File: src/rtl/adder_pkg.sv
// ---------------------------------------------------------------------------
// adder_pkg
// Shared constants for the adder result path.
//   CNT_W          width of the saturating event counters (drop / overflow)
//   ENTRY_FLAGS_W  number of flag bits stored next to each sum (cout, ovf)
//   entry_width()  total packed width of one stored result entry
// ---------------------------------------------------------------------------
package adder_pkg;

    localparam int CNT_W         = 16;
    localparam int ENTRY_FLAGS_W = 2;

    // Stored entry layout is {sum, cout, ovf}, MSB first.
    function automatic int entry_width(input int data_width);
        return data_width + ENTRY_FLAGS_W;
    endfunction

endpackage

File: src/rtl/sat_counter.sv
// ---------------------------------------------------------------------------
// sat_counter
// Up-counter that sticks at all-ones instead of wrapping.
// Ports:
//   clk    in   clock, rising edge
//   clear  in   synchronous active-high clear (wins over inc)
//   inc    in   count one event this cycle
//   count  out  current count, WIDTH bits
// ---------------------------------------------------------------------------
module sat_counter #(
    parameter int WIDTH = 16
) (
    input  logic             clk,
    input  logic             clear,
    input  logic             inc,
    output logic [WIDTH-1:0] count
);

    logic [WIDTH-1:0] count_q;
    logic [WIDTH-1:0] count_d;

    always_comb begin
        count_d = count_q;
        if (inc && (count_q != '1)) begin
            count_d = count_q + WIDTH'(1);
        end
    end

    always_ff @(posedge clk) begin
        if (clear) begin
            count_q <= '0;
        end else begin
            count_q <= count_d;
        end
    end

    assign count = count_q;

endmodule

File: src/rtl/adder_result_fifo.sv
// ---------------------------------------------------------------------------
// adder_result_fifo
// First-word-fall-through FIFO that buffers adder results {sum, cout, ovf}.
// The upstream adder cannot be stalled, so a result arriving while the FIFO
// is full (and nothing leaves that cycle) is lost and counted in drop_cnt.
// Ports:
//   clk, rst                      clock, synchronous active-high reset
//   in_valid/in_sum/in_cout/in_ovf result from the adder (no ready)
//   flush                         discard all stored entries
//   out_valid/out_ready           head handshake
//   out_sum/out_cout/out_ovf      head entry fields (zero while empty)
//   full, empty, count            occupancy
//   drop_cnt, ovf_cnt             saturating event counters
//
// Handshake: the head entry is consumed on every rising edge where
// out_valid=1 and out_ready=1; out_valid never depends on out_ready and the
// head fields stay stable while out_valid=1 and out_ready=0.
// ---------------------------------------------------------------------------
module adder_result_fifo
    import adder_pkg::*;
#(
    parameter int DATA_WIDTH = 32,
    parameter int DEPTH      = 8
) (
    input  logic                     clk,
    input  logic                     rst,
    input  logic                     in_valid,
    input  logic [DATA_WIDTH-1:0]    in_sum,
    input  logic                     in_cout,
    input  logic                     in_ovf,
    input  logic                     flush,
    output logic                     out_valid,
    input  logic                     out_ready,
    output logic [DATA_WIDTH-1:0]    out_sum,
    output logic                     out_cout,
    output logic                     out_ovf,
    output logic                     full,
    output logic                     empty,
    output logic [$clog2(DEPTH):0]   count,
    output logic [CNT_W-1:0]         drop_cnt,
    output logic [CNT_W-1:0]         ovf_cnt
);

    localparam int PTR_W   = $clog2(DEPTH);
    localparam int OCC_W   = PTR_W + 1;
    localparam int ENTRY_W = entry_width(DATA_WIDTH);
    localparam logic [OCC_W-1:0] DEPTH_C = OCC_W'(DEPTH);

    // Pointer wrap relies on DEPTH being a power of two.
    if (DEPTH < 2 || (DEPTH & (DEPTH - 1)) != 0) begin : g_bad_depth
        $fatal(1, "adder_result_fifo: DEPTH must be a power of two and >= 2");
    end

    typedef struct packed {
        logic [DATA_WIDTH-1:0] sum;
        logic                  cout;
        logic                  ovf;
    } entry_t;

    logic [ENTRY_W-1:0] mem_q [DEPTH];

    logic [PTR_W-1:0] wr_ptr_q, wr_ptr_d;
    logic [PTR_W-1:0] rd_ptr_q, rd_ptr_d;
    logic [OCC_W-1:0] count_q, count_d;

    logic   handshake;
    logic   push;
    logic   pop;
    logic   drop;
    entry_t head;

    assign empty     = (count_q == '0);
    assign full      = (count_q == DEPTH_C);
    assign out_valid = !empty;
    assign count     = count_q;

    // A pop frees a slot in the same edge, so a full FIFO still accepts a
    // push when the head is leaving. Flush overrides both.
    assign handshake = out_valid && out_ready;
    assign pop       = handshake && !flush;
    assign push      = in_valid && (!full || handshake) && !flush;
    assign drop      = in_valid && full && !handshake && !flush;

    always_comb begin
        wr_ptr_d = wr_ptr_q;
        rd_ptr_d = rd_ptr_q;
        count_d  = count_q;
        if (flush) begin
            wr_ptr_d = '0;
            rd_ptr_d = '0;
            count_d  = '0;
        end else begin
            if (push) wr_ptr_d = wr_ptr_q + PTR_W'(1);
            if (pop)  rd_ptr_d = rd_ptr_q + PTR_W'(1);
            case ({push, pop})
                2'b10:   count_d = count_q + OCC_W'(1);
                2'b01:   count_d = count_q - OCC_W'(1);
                default: count_d = count_q;
            endcase
        end
    end

    always_ff @(posedge clk) begin
        if (rst) begin
            wr_ptr_q <= '0;
            rd_ptr_q <= '0;
            count_q  <= '0;
        end else begin
            wr_ptr_q <= wr_ptr_d;
            rd_ptr_q <= rd_ptr_d;
            count_q  <= count_d;
        end
    end

    // Storage is not reset; the output mux below hides stale contents.
    always_ff @(posedge clk) begin
        if (push && !rst) begin
            mem_q[wr_ptr_q] <= {in_sum, in_cout, in_ovf};
        end
    end

    assign head     = mem_q[rd_ptr_q];
    assign out_sum  = out_valid ? head.sum  : '0;
    assign out_cout = out_valid ? head.cout : 1'b0;
    assign out_ovf  = out_valid ? head.ovf  : 1'b0;

    sat_counter #(.WIDTH(CNT_W)) u_drop_cnt (
        .clk   (clk),
        .clear (rst),
        .inc   (drop),
        .count (drop_cnt)
    );

    sat_counter #(.WIDTH(CNT_W)) u_ovf_cnt (
        .clk   (clk),
        .clear (rst),
        .inc   (push && in_ovf),
        .count (ovf_cnt)
    );

endmodule

File: config.mk
export PLATFORM = sky130hd
export DESIGN_NAME = adder_result_fifo
export DESIGN_NICKNAME = d
export VERILOG_FILES = /design/src/rtl/adder_pkg.sv /design/src/rtl/sat_counter.sv /design/src/rtl/adder_result_fifo.sv
export SDC_FILE = /design/constraint.sdc
export NUM_CORES = 1
export LEC_CHECK = 0
export BUFFER_PORTS_ARGS = -buffer_cell sky130_fd_sc_hd__buf_2
export CAP_MARGIN = 5
export CORE_ASPECT_RATIO = 0.7
export CORE_MARGIN = 5
export CORE_UTILIZATION = 53
export DETAILED_ROUTE_END_ITERATION = 10
export PLACE_DENSITY_LB_ADDON = 0.2
export SLEW_MARGIN = 20
export SYNTH_ARGS = -nofsm -noshare
export SYNTH_HDL_FRONTEND = slang
export SYNTH_SLANG_ARGS = --single-unit
File: constraint.sdc
create_clock -name clk -period 5.2 [get_ports clk]
set_input_delay 0.26 -clock clk [delete_from_list [all_inputs] [get_ports clk]]
set_output_delay 0.26 -clock clk [all_outputs]
set_load 0.05 [all_outputs]
==> flow_summary.yaml <==
grt:
  use_met3: 0.03407
  grt-ovfl-total: 0
  met1_usage: 0.2949
  grt_max_degree: 69
  top_usage_layer: "met2"
  grt_usage: 0.1984
  antenna_found_initial: 0
  grt_pass1_vias: 7403
  met2_usage: 0.3168
  grt_pass1_wl_um: 42730
placed_design:
  gp_congestion: 0.8352
  io_buffers: 111
  dpl-instance-area_um2: 13670
  dpl.hpwl_um: 15350
synthesis:
  netlist_instances: 725
  synth_compound_area_frac: 0.02853
  synth-simple-area-share: 0.07527
  syn_avg_cell_area_um2: 17.54
  synth_top_family_by_area: "multiplexers"
  yosysMostFrequentCell: "edfxtp_1"
  yosys_most_used_dff: "edfxtp_1"
  synth_top_area_frac: 0.6423
  synth_common_cells: "edfxtp_1, mux4_2, nor2_1"
  ys_ff_latch: 317
  ys_warn_count: 0
  ys_top_cells_by_area: "edfxtp_1, mux4_2, dfxtp_1"
  synth_area_um2: 12720
  synthMuxAreaShare: 0.1551
  syn_nets: 771
  synthXorXnorAreaFrac: 0.004821
  synth.distinct_cells: 45
  ys_seq_area_frac: 0.7132
  synth_fa_ha_area_frac: 0.006888
  synth_edf_count: 272
  yosysTopAreaCell: "edfxtp_1"
  synth-async-reset-ratio: 0
finish:
  syn2layout_area_growth_pct: 17.90
  diodes: 0
  stdcell_area_um2: 14990
  postLayoutCoreUtil: 0.6342
  fin_nets: 921
  drive_above_1_share: 0.2937
detailed_routing:
  ant_nets: 0
  wl_per_cell_um: 21.89
  via_per_inst: 5.883
  wirelength_um: 26640
  drt_pass1_iterations: 4
  drt-initial-drc-count: 556
  post-route-drc-count: 0
  dr_total_vias: 7160
worst_hold_path:
  hp-class: "input pin to flop"
pwr:
  irDropWorstVdd_mv: 0.2750
  p_per_area_nw_per_um2: 340.4
  p_leak_nw: 4.883
sta:
  setup_violations: 0
  hold_viol_final: 0
  max_freq_mhz: 319.9
  finalCritPeriodShare: 0.6012
  finClkSkew_ps: 11.71
  tightestPinTransition_ps: 999.4
  fin_setup_tns_ps: 0
  drv_slew: 0
  final.min_clock_period_ps: 3126
  rsz0062_at_grt: "no"
  hold_ws_ps: 68.46
  slew_headroom: 0.3276
clock_tree:
  cts_sinks: 317
  cts_resized: 0
  clkLatencyLatePin_ps: 550
  cts_made_buffers: 30
  cts_tree: "built"
  cts-root-buf: "clkbuf_16"
  cts_hold_buf: 33
  cts_setup_buffers: 0
  clk_pin_slew_ps: 60
  htreeDepth: 1
  ctsLongestPathBuffers: 3
worst_setup_path:
  crit_path_start_kind: "flop"
  worst-path-max-fanout: 34
  end_kind: "primary output"
  worstSetupPathType: "flop to primary output"
  worstPathRequired_ps: 4940
  arrival_ps: 2870
floorplanning:
  fp.dieH_um: 139.6
  fp-row-count: 47
  fp.dieW_um: 195.1
  ios: 112
  core_um2: 23640
  dieArea_um2: 27240
  start_util: 0.5379
job:
  cap_violations: 0
run_status:
  status: "finished, final reports clean"
-- registers in the layout, indices dropped and copies added (netlist names), named ones only --
register and flops:
mem_q 272, u_drop_cnt.count 16, u_ovf_cnt.count 16, count 4, rd_ptr_q 3, wr_ptr_q 3
-- final timing paths --
path                       to  slack [ps]  cells after the start        start
hold / removal    mem_q[1][0]          70                      1       in_ovf
setup reg to reg     count[2]        2280                     10     count[1]
hold reg to reg          flop         490                      2  rd_ptr_q[1]
setup / recovery  out_sum[18]        2070                      5         flop
-- area by class of cell --
type / instances / area, µm²
clock buffer: 43 / 870.8
inverter: 8 / 30.03
tap: 318 / 397.9
timing repair buffer: 158 / 991.0
clock inverter: 13 / 118.9
sequential: 317 / 9077
fill: 1692 / 8648
multi-input combinational: 360 / 3506
-- cell families (layout without fill, tap and decap cells) --
group,Yosys count,count (layout)
simple gates,176,176
compound gates,59,59
xor+xnor,7,7
mux,111,111
flops,317,317
fa+ha+maj,7,7
buf+inv,48,222
-- worst max-delay path, stage by stage, from the launching register on --
cell and delay [ps]:
dfxtp_4 790, buf_4 470, mux4_2 550, mux2i_1 160, nor2_1 90, buf_2 250
-- through the flow --
step	setup slack, ps	power (mW)	cells
5_1_grt	1798	5.285	1217
2_1_floorplan	48.78	2.918	725
3_5_place_dp	2322	2.984	1128
6_report	2074	5.103	1217
3_3_place_gp	2425	2.976	1128
4_1_cts	1973	5.147	1217
-- cells in the final DEF (no fill, tap or decap), drive strengths merged, types with 6 or more instances in the layout --
| cell type | count |
|---|---|
| a21oi | 27 |
| and4 | 7 |
| buf | 125 |
| clkbuf | 43 |
| clkinv | 10 |
| dfxtp | 45 |
| dlygate4sd3 | 33 |
| edfxtp | 272 |
| ha | 7 |
| inv | 7 |
| mux2 | 8 |
| mux2i | 35 |
| mux4 | 68 |
| nand2 | 17 |
| nand3 | 15 |
| nand4 | 15 |
| nor2 | 57 |
| nor2b | 10 |
| nor3 | 8 |
| nor4 | 9 |
| o21ai | 8 |
| o31ai | 15 |
| or3 | 7 |
| or4 | 17 |
| xor2 | 6 |
-- power breakdown --
part	internal, mW	leakage [nW]	switching (mW)
registers	2.77	2.82	0.00662
clock network	1.26	0.483	0.893
logic	0.0611	1.59	0.114
-- metal layers --
layer / vias to the layer above / wire length (µm)
li1: 3234 / -
met1: 3669 / 11980
met2: 221 / 12710
met3: 36 / 1473
met4: 0 / 478
met5: - / 0
No activity file was read; power rests on OpenSTA's default activity.
